$ cat config.mk
export PLATFORM = sky130hd
export DESIGN_NAME = switch_in_port
export DESIGN_NICKNAME = d
export VERILOG_FILES = /design/src/rtl/switch_in_port.sv
export SDC_FILE = /design/constraint.sdc
export NUM_CORES = 1
export LEC_CHECK = 0
export ABC_CLOCK_PERIOD_IN_PS = 2070
export CAP_MARGIN = 25
export CORE_AREA = 3 3 116 118
export DETAILED_ROUTE_END_ITERATION = 12
export DIE_AREA = 0 0 119 121
export PLACE_DENSITY = 0.44
export SLEW_MARGIN = 5
export SYNTH_ARGS = -nofsm -noshare
export SYNTH_HDL_FRONTEND = slang
export SYNTH_SLANG_ARGS = --single-unit
$ cat constraint.sdc
create_clock -name pll0_100MHz -period 2.07 [get_ports pll0_100MHz]
set_clock_uncertainty 0.05 [all_clocks]
set_input_delay 0.207 -clock pll0_100MHz [delete_from_list [all_inputs] [get_ports pll0_100MHz]]
set_output_delay 0.207 -clock pll0_100MHz [all_outputs]
set_load 0.03 [all_outputs]
$ cat src/rtl/switch_in_port.sv
// rtl/switch_in_port.sv - DIP switch IN port: sync, debounce, FF data / FE change-status with clear-on-read
module switch_in_port #(
    parameter int TICK_DIV   = 100000,
    parameter int DB_SAMPLES = 4
) (
    input  logic       pll0_100MHz,
    input  logic       reset,
    input  logic [7:0] swRaw,
    input  logic [7:0] cpuAddr,
    input  logic       cpuIORQ_n,
    input  logic       cpuRD_n,
    input  logic       cpuM1_n,
    output logic [7:0] portInData,
    output logic       portInSel,
    output logic [7:0] swState
);

    localparam int CNT_W = (TICK_DIV > 2) ? $clog2(TICK_DIV) : 1;
    localparam logic [CNT_W-1:0] TICK_LAST = CNT_W'(TICK_DIV - 1);
    localparam logic [0:0] ST_IDLE   = 1'b0;
    localparam logic [0:0] ST_ACTIVE = 1'b1;

    logic [7:0] sw_meta;
    logic [7:0] sw_sync_raw;
    logic [7:0] sw_sync;

    always_ff @(posedge pll0_100MHz) begin
        if (reset) begin
            sw_meta     <= '0;
            sw_sync_raw <= '0;
        end else begin
            sw_meta     <= swRaw;
            sw_sync_raw <= sw_meta;
        end
    end

    // Switches pull low when DOWN, so invert to get 1 = DOWN.
    assign sw_sync = ~sw_sync_raw;

    logic [CNT_W-1:0] tick_cnt;
    logic             tick;

    assign tick = (tick_cnt == TICK_LAST);

    always_ff @(posedge pll0_100MHz) begin
        if (reset || tick) begin
            tick_cnt <= '0;
        end else begin
            tick_cnt <= tick_cnt + CNT_W'(1);
        end
    end

    logic [DB_SAMPLES-1:0][7:0] hist;
    logic [DB_SAMPLES-1:0][7:0] hist_nxt;
    logic [7:0]                 sw_state;
    logic [7:0]                 state_nxt;
    logic                       chg_evt;

    assign hist_nxt = {hist[DB_SAMPLES-2:0], sw_sync};

    // Acceptance looks at the history as it will be after this tick's shift,
    // so swState moves together with the shift and then holds until the next tick.
    always_comb begin
        logic all_one;
        logic all_zero;
        state_nxt = sw_state;
        all_one   = 1'b0;
        all_zero  = 1'b0;
        if (tick) begin
            for (int b = 0; b < 8; b++) begin
                all_one  = 1'b1;
                all_zero = 1'b1;
                for (int i = 0; i < DB_SAMPLES; i++) begin
                    all_one  = all_one & hist_nxt[i][b];
                    all_zero = all_zero & ~hist_nxt[i][b];
                end
                if (all_one) begin
                    state_nxt[b] = 1'b1;
                end else if (all_zero) begin
                    state_nxt[b] = 1'b0;
                end
            end
        end
    end

    assign chg_evt = |(state_nxt ^ sw_state);

    always_ff @(posedge pll0_100MHz) begin
        if (reset) begin
            hist     <= '0;
            sw_state <= '0;
        end else begin
            if (tick) begin
                hist <= hist_nxt;
            end
            sw_state <= state_nxt;
        end
    end

    assign swState = sw_state;

    logic       rd_act;
    logic       addr_hit;
    logic [0:0] trk_state;
    logic       lat_fe;
    logic       cur_fe;
    logic       clr_pulse;
    logic       st_chg;
    logic       st_ovr;
    logic [7:0] status_byte;

    assign addr_hit = (cpuAddr == 8'hFF) || (cpuAddr == 8'hFE);
    assign rd_act   = !cpuIORQ_n && !cpuRD_n && cpuM1_n && addr_hit;

    // Once a cycle is active the latched address decides what is returned.
    assign cur_fe    = (trk_state == ST_ACTIVE) ? lat_fe : (cpuAddr == 8'hFE);
    assign clr_pulse = (trk_state == ST_ACTIVE) && !rd_act && lat_fe;

    always_ff @(posedge pll0_100MHz) begin
        if (reset) begin
            trk_state <= ST_IDLE;
            lat_fe    <= 1'b0;
        end else begin
            case (trk_state)
                ST_IDLE: begin
                    if (rd_act) begin
                        trk_state <= ST_ACTIVE;
                        lat_fe    <= (cpuAddr == 8'hFE);
                    end
                end
                default: begin
                    if (!rd_act) begin
                        trk_state <= ST_IDLE;
                    end
                end
            endcase
        end
    end

    // A change landing on the clear clock wins so no event is ever lost.
    always_ff @(posedge pll0_100MHz) begin
        if (reset) begin
            st_chg <= 1'b0;
            st_ovr <= 1'b0;
        end else if (chg_evt) begin
            st_chg <= 1'b1;
            st_ovr <= st_ovr | st_chg;
        end else if (clr_pulse) begin
            st_chg <= 1'b0;
            st_ovr <= 1'b0;
        end
    end

    assign status_byte = {6'b0, st_ovr, st_chg};

    always_ff @(posedge pll0_100MHz) begin
        if (reset) begin
            portInSel  <= 1'b0;
            portInData <= '0;
        end else begin
            portInSel <= rd_act;
            if (!rd_act) begin
                portInData <= '0;
            end else if (cur_fe) begin
                portInData <= status_byte;
            end else begin
                portInData <= sw_state;
            end
        end
    end

endmodule

==> impl_metrics.prom <==
# TYPE chip_impl_metric gauge
chip_impl_info{name="status",value="finished, final reports clean"} 1
chip_impl_info{name="worstHoldPathType",value="in2reg"} 1
chip_impl_info{name="worstHoldStart",value="reset"} 1
chip_impl_metric{name="clk_transition_reported_paths",unit="ns"} 0.06
chip_impl_metric{name="grt_pass1_vias",unit=""} 2272
chip_impl_metric{name="ys_ff_latch",unit=""} 77
chip_impl_info{name="cts_tree",value="built"} 1
chip_impl_metric{name="hpwl",unit="mm"} 4.46
chip_impl_info{name="critical_path_capture_point_type",value="flop"} 1
chip_impl_metric{name="grt_remaining_overflow",unit=""} 0
chip_impl_metric{name="finalSetupTns",unit="ns"} 0
chip_impl_metric{name="hold_violation_total_from_the_final_report",unit=""} 0
chip_impl_metric{name="power.clock.fraction",unit="%"} 46.2
chip_impl_metric{name="global_route_wire_length_before_repair",unit="mm"} 11.3
chip_impl_metric{name="io-pin-count",unit=""} 38
chip_impl_metric{name="synth_top_area_share",unit="%"} 49.6
chip_impl_metric{name="syn_avg_cell_area",unit="sq um"} 8.92
chip_impl_metric{name="place_congestion",unit=""} 0.705
chip_impl_metric{name="hold_path_depth",unit=""} 2
chip_impl_metric{name="max_clock_freq",unit="MHz"} 552
chip_impl_metric{name="clk-insertion-delay-late",unit="ns"} 0.33
chip_impl_metric{name="synth_fp_nets",unit=""} 370
chip_impl_info{name="netlist_top_cells_area",value="sky130_fd_sc_hd__dfxtp_1, sky130_fd_sc_hd__a21oi_1, sky130_fd_sc_hd__nand2_1, sky130_fd_sc_hd__nor2b_1, sky130_fd_sc_hd__nor2_1"} 1
chip_impl_metric{name="syn_area",unit="sq um"} 3110
chip_impl_metric{name="areaGrowthSynthToFinish",unit="%"} 26.8
chip_impl_metric{name="routed-via-count",unit=""} 2436
chip_impl_info{name="unrepaired_setup_endpoints_after_global_routing",value="no"} 1
chip_impl_metric{name="r2r_cells",unit=""} 7
chip_impl_metric{name="power_switching_share",unit="%"} 21.1
chip_impl_info{name="synth_largest_area_cell",value="sky130_fd_sc_hd__dfxtp_1"} 1
chip_impl_metric{name="wire_length_after_detailed_routing",unit="mm"} 6.58
chip_impl_metric{name="ctsHoldBuffers",unit=""} 0
chip_impl_metric{name="worst-r2r-setup-slack",unit="ns"} 0.26
chip_impl_metric{name="p_switching",unit="mW"} 0.630
chip_impl_metric{name="post_cts.repair.setup_buffers",unit=""} 0
chip_impl_metric{name="core_area",unit="sq um"} 12600
chip_impl_metric{name="portBuffers",unit=""} 37
chip_impl_metric{name="synthesis.instances",unit=""} 348
chip_impl_info{name="critical_path.reg2reg.endpoint",value="swState[5]"} 1
chip_impl_metric{name="antenna_found_initial",unit=""} 0
chip_impl_info{name="cp-start-kind",value="flop"} 1
chip_impl_metric{name="max-slew-margin-rel",unit="%"} 75.2
chip_impl_metric{name="seq_area_frac_synth",unit="%"} 49.6
chip_impl_metric{name="final.min_clock_period",unit="ns"} 1.81
chip_impl_metric{name="timing.critical_path.fanout_max",unit=""} 46
chip_impl_info{name="most-common-layout-cells",value="sky130_fd_sc_hd__dfxtp_1, sky130_fd_sc_hd__nand2_1, sky130_fd_sc_hd__a21oi_1"} 1
chip_impl_metric{name="final_net_count",unit=""} 410
chip_impl_metric{name="antenna_left",unit=""} 0
chip_impl_info{name="cts_root_buf",value="sky130_fd_sc_hd__clkbuf_16"} 1
chip_impl_metric{name="fill_cells",unit=""} 1323
chip_impl_metric{name="finalCritPeriodShare",unit="%"} 87.5
chip_impl_metric{name="p_leak",unit="nW"} 1.34
chip_impl_metric{name="power-per-cell-area",unit="nW/um^2"} 758
chip_impl_metric{name="start_util",unit="%"} 24.7
chip_impl_metric{name="diodes",unit=""} 0
chip_impl_metric{name="combinationalPowerShare",unit="%"} 3.1
chip_impl_metric{name="seqPwrFrac",unit="%"} 50.8
chip_impl_metric{name="core.rowCount",unit=""} 41
chip_impl_metric{name="worst-slew-pin-transition",unit="ns"} 0.367
chip_impl_metric{name="groute.usage.overall",unit="%"} 9.66
chip_impl_metric{name="ctsResizeCount",unit=""} 0
chip_impl_metric{name="drt_first_pass_iters",unit=""} 4
chip_impl_info{name="min_to",value="tick_cnt[2]"} 1
chip_impl_metric{name="synth.yosys.warnings",unit=""} 0
chip_impl_metric{name="cap_viol_max_count",unit=""} 0
chip_impl_metric{name="dp.cells",unit=""} 549
chip_impl_info{name="critical_path_class",value="reg2reg"} 1
chip_impl_metric{name="total_cts_buffers",unit=""} 9
chip_impl_metric{name="htreeDepth",unit=""} 3
chip_impl_metric{name="fp.dieH",unit="microns"} 121
chip_impl_metric{name="die_width",unit="microns"} 119
chip_impl_metric{name="worst_ir_drop_vdd",unit="mV"} 0.369
chip_impl_metric{name="intPower",unit="mW"} 2.35
chip_impl_metric{name="unique_cell_type_count_in_the_yosys_netlist",unit=""} 37
chip_impl_info{name="final_common_cell",value="sky130_fd_sc_hd__dfxtp_1"} 1
chip_impl_metric{name="first_iter_violations",unit=""} 133
chip_impl_metric{name="detail_routed_via_count_per_cell",unit=""} 4.32
chip_impl_metric{name="ctsLongestPathBuffers",unit=""} 2
chip_impl_info{name="worst_flop_to_flop_path_startpoint",value="tick_cnt[0]"} 1
chip_impl_metric{name="final-instance-count-excl-fill",unit=""} 564
chip_impl_metric{name="grt_max_degree",unit=""} 47
chip_impl_metric{name="critPathRequiredTime",unit="ns"} 2.24
chip_impl_metric{name="placement.cell_area",unit="sq um"} 3680
chip_impl_metric{name="drc",unit=""} 0
chip_impl_metric{name="report.final.setup_viol",unit=""} 0
chip_impl_metric{name="slew_violations",unit=""} 0
chip_impl_metric{name="layout.core_utilization",unit="%"} 31.3
chip_impl_metric{name="clock-sinks",unit=""} 77
chip_impl_metric{name="cell_area_after_layout",unit="sq um"} 3940
chip_impl_metric{name="worstPathArrival",unit="ns"} 1.98
chip_impl_metric{name="die_area",unit="sq um"} 14400
chip_impl_metric{name="layout-drive-gt1-share",unit="%"} 7.65
chip_impl_metric{name="route.detailed.wl_per_inst",unit="microns"} 11.7
-- how the worst max path moves through the flow --
stage,startpoint,to,slack (ns),cells after the start
2_1_floorplan,tick_cnt[0],swState[7],0.34,9
3_3_place_gp,cpuAddr[2],portInData[2],-0.02,6
3_5_place_dp,cpuAddr[2],portInData[3],-0.04,6
4_1_cts,tick_cnt[10],swState[5],0.26,6
5_1_grt,tick_cnt[10],swState[0],0.05,6
6_report,tick_cnt[0],swState[5],0.26,7
-- power by group through the flow --
stage / registers (mW) / logic (mW) / clock network, mW
global placement: 1.55 / 0.0944 / 0
detailed placement: 1.55 / 0.0933 / 0
finish: 1.51 / 0.0917 / 1.38
global route: 1.52 / 0.102 / 1.50
CTS: 1.51 / 0.0938 / 1.43
floorplan: 1.54 / 0.0431 / 0
-- worst max-delay path, cell delays in order (launching register included) --
cell and delay, ns:
sky130_fd_sc_hd__dfxtp_1 0.37, sky130_fd_sc_hd__ha_1 0.21, sky130_fd_sc_hd__and4_1 0.24, sky130_fd_sc_hd__and4_1 0.24, sky130_fd_sc_hd__buf_12 0.23, sky130_fd_sc_hd__nand3_1 0.11, sky130_fd_sc_hd__a21oi_1 0.16, sky130_fd_sc_hd__nor3_1 0.05
-- layout make-up --
type	count	area, sq um	area share, %
Multi-Input combinational cell	248	1450	36.8
Clock buffer	10	229	5.81
Sequential cell	77	1540	39.1
Inverter	7	26.3	0.667
Timing Repair Buffer	45	450	11.4
Clock inverter	5	28.8	0.731
Tap cell	172	215	5.46
-- synth_stat cells (all sizes together) --
| library cell | instances |
|---|---|
| or4 | 1 |
| nor3 | 10 |
| nand4 | 10 |
| nor4b | 1 |
| mux2i | 2 |
| ha | 1 |
| nand3b | 6 |
| nor3b | 5 |
| a22oi | 1 |
| a21oi | 41 |
| clkbuf | 8 |
| and4bb | 1 |
| nand3 | 12 |
| o31ai | 2 |
| o211ai | 1 |
| and3 | 2 |
| a211oi | 5 |
| xnor2 | 4 |
| nor2b | 22 |
| or3 | 4 |
| or2 | 1 |
| o21ai | 5 |
| nand2 | 44 |
| dfxtp | 77 |
| and4 | 4 |
| a32oi | 4 |
| nand4b | 4 |
| buf | 8 |
| and3b | 8 |
| nor4bb | 2 |
| nor2 | 27 |
| inv | 7 |
| xor2 | 7 |
| and2 | 6 |
| nand2b | 5 |
-- flip-flops by register name, summed over array words and instances, names as in the netlist --
signal and cells:
sw_sync_raw 8, trk_state 1, st_ovr 1, hist 24, st_chg 1, lat_fe 1, tick_cnt 17, sw_meta 8
portInData 8, swState 8
-- per-stage QoR --
| stage | setup WS, ns | power (mW) | hold WS [ns] |
|---|---|---|---|
| final | 0.259 | 2.98 | 0.218 |
| after global routing | 0.0482 | 3.12 | 0.249 |
| after global placement | -0.0180 | 1.64 | 0.374 |
| after CTS | 0.258 | 3.04 | 0.211 |
| after detailed placement | -0.0363 | 1.64 | 0.372 |
| after floorplan | 0.339 | 1.59 | 0.285 |
-- logic make-up (layout without fill, tap and decap cells) --
group / after synthesis / count (layout) / share of synthesized area [%]
AND/OR/NAND/NOR: 175 / 175 / 30.9
flip-flops: 77 / 77 / 49.6
AO/OA/AOI/OAI: 59 / 59 / 11.5
buffers and inverters: 23 / 67 / 3.75
XOR/XNOR: 11 / 11 / 3.10
multiplexers: 2 / 2 / 0.645
adder cells (fa/ha/maj): 1 / 1 / 0.403
-- layer usage --
| layer | track usage [%] | part of all wire, % | vias to the layer above |
|---|---|---|---|
| met1 | 14.1 | 55 | 1093 |
| met4 | 4.13 | 1.7 | 0 |
| met2 | 13.4 | 40 | 49 |
| met5 | 0 | 0 | - |
| li1 | - | - | 1287 |
| met3 | 2.33 | 3.5 | 7 |
No activity file was read; power rests on OpenSTA's default activity.
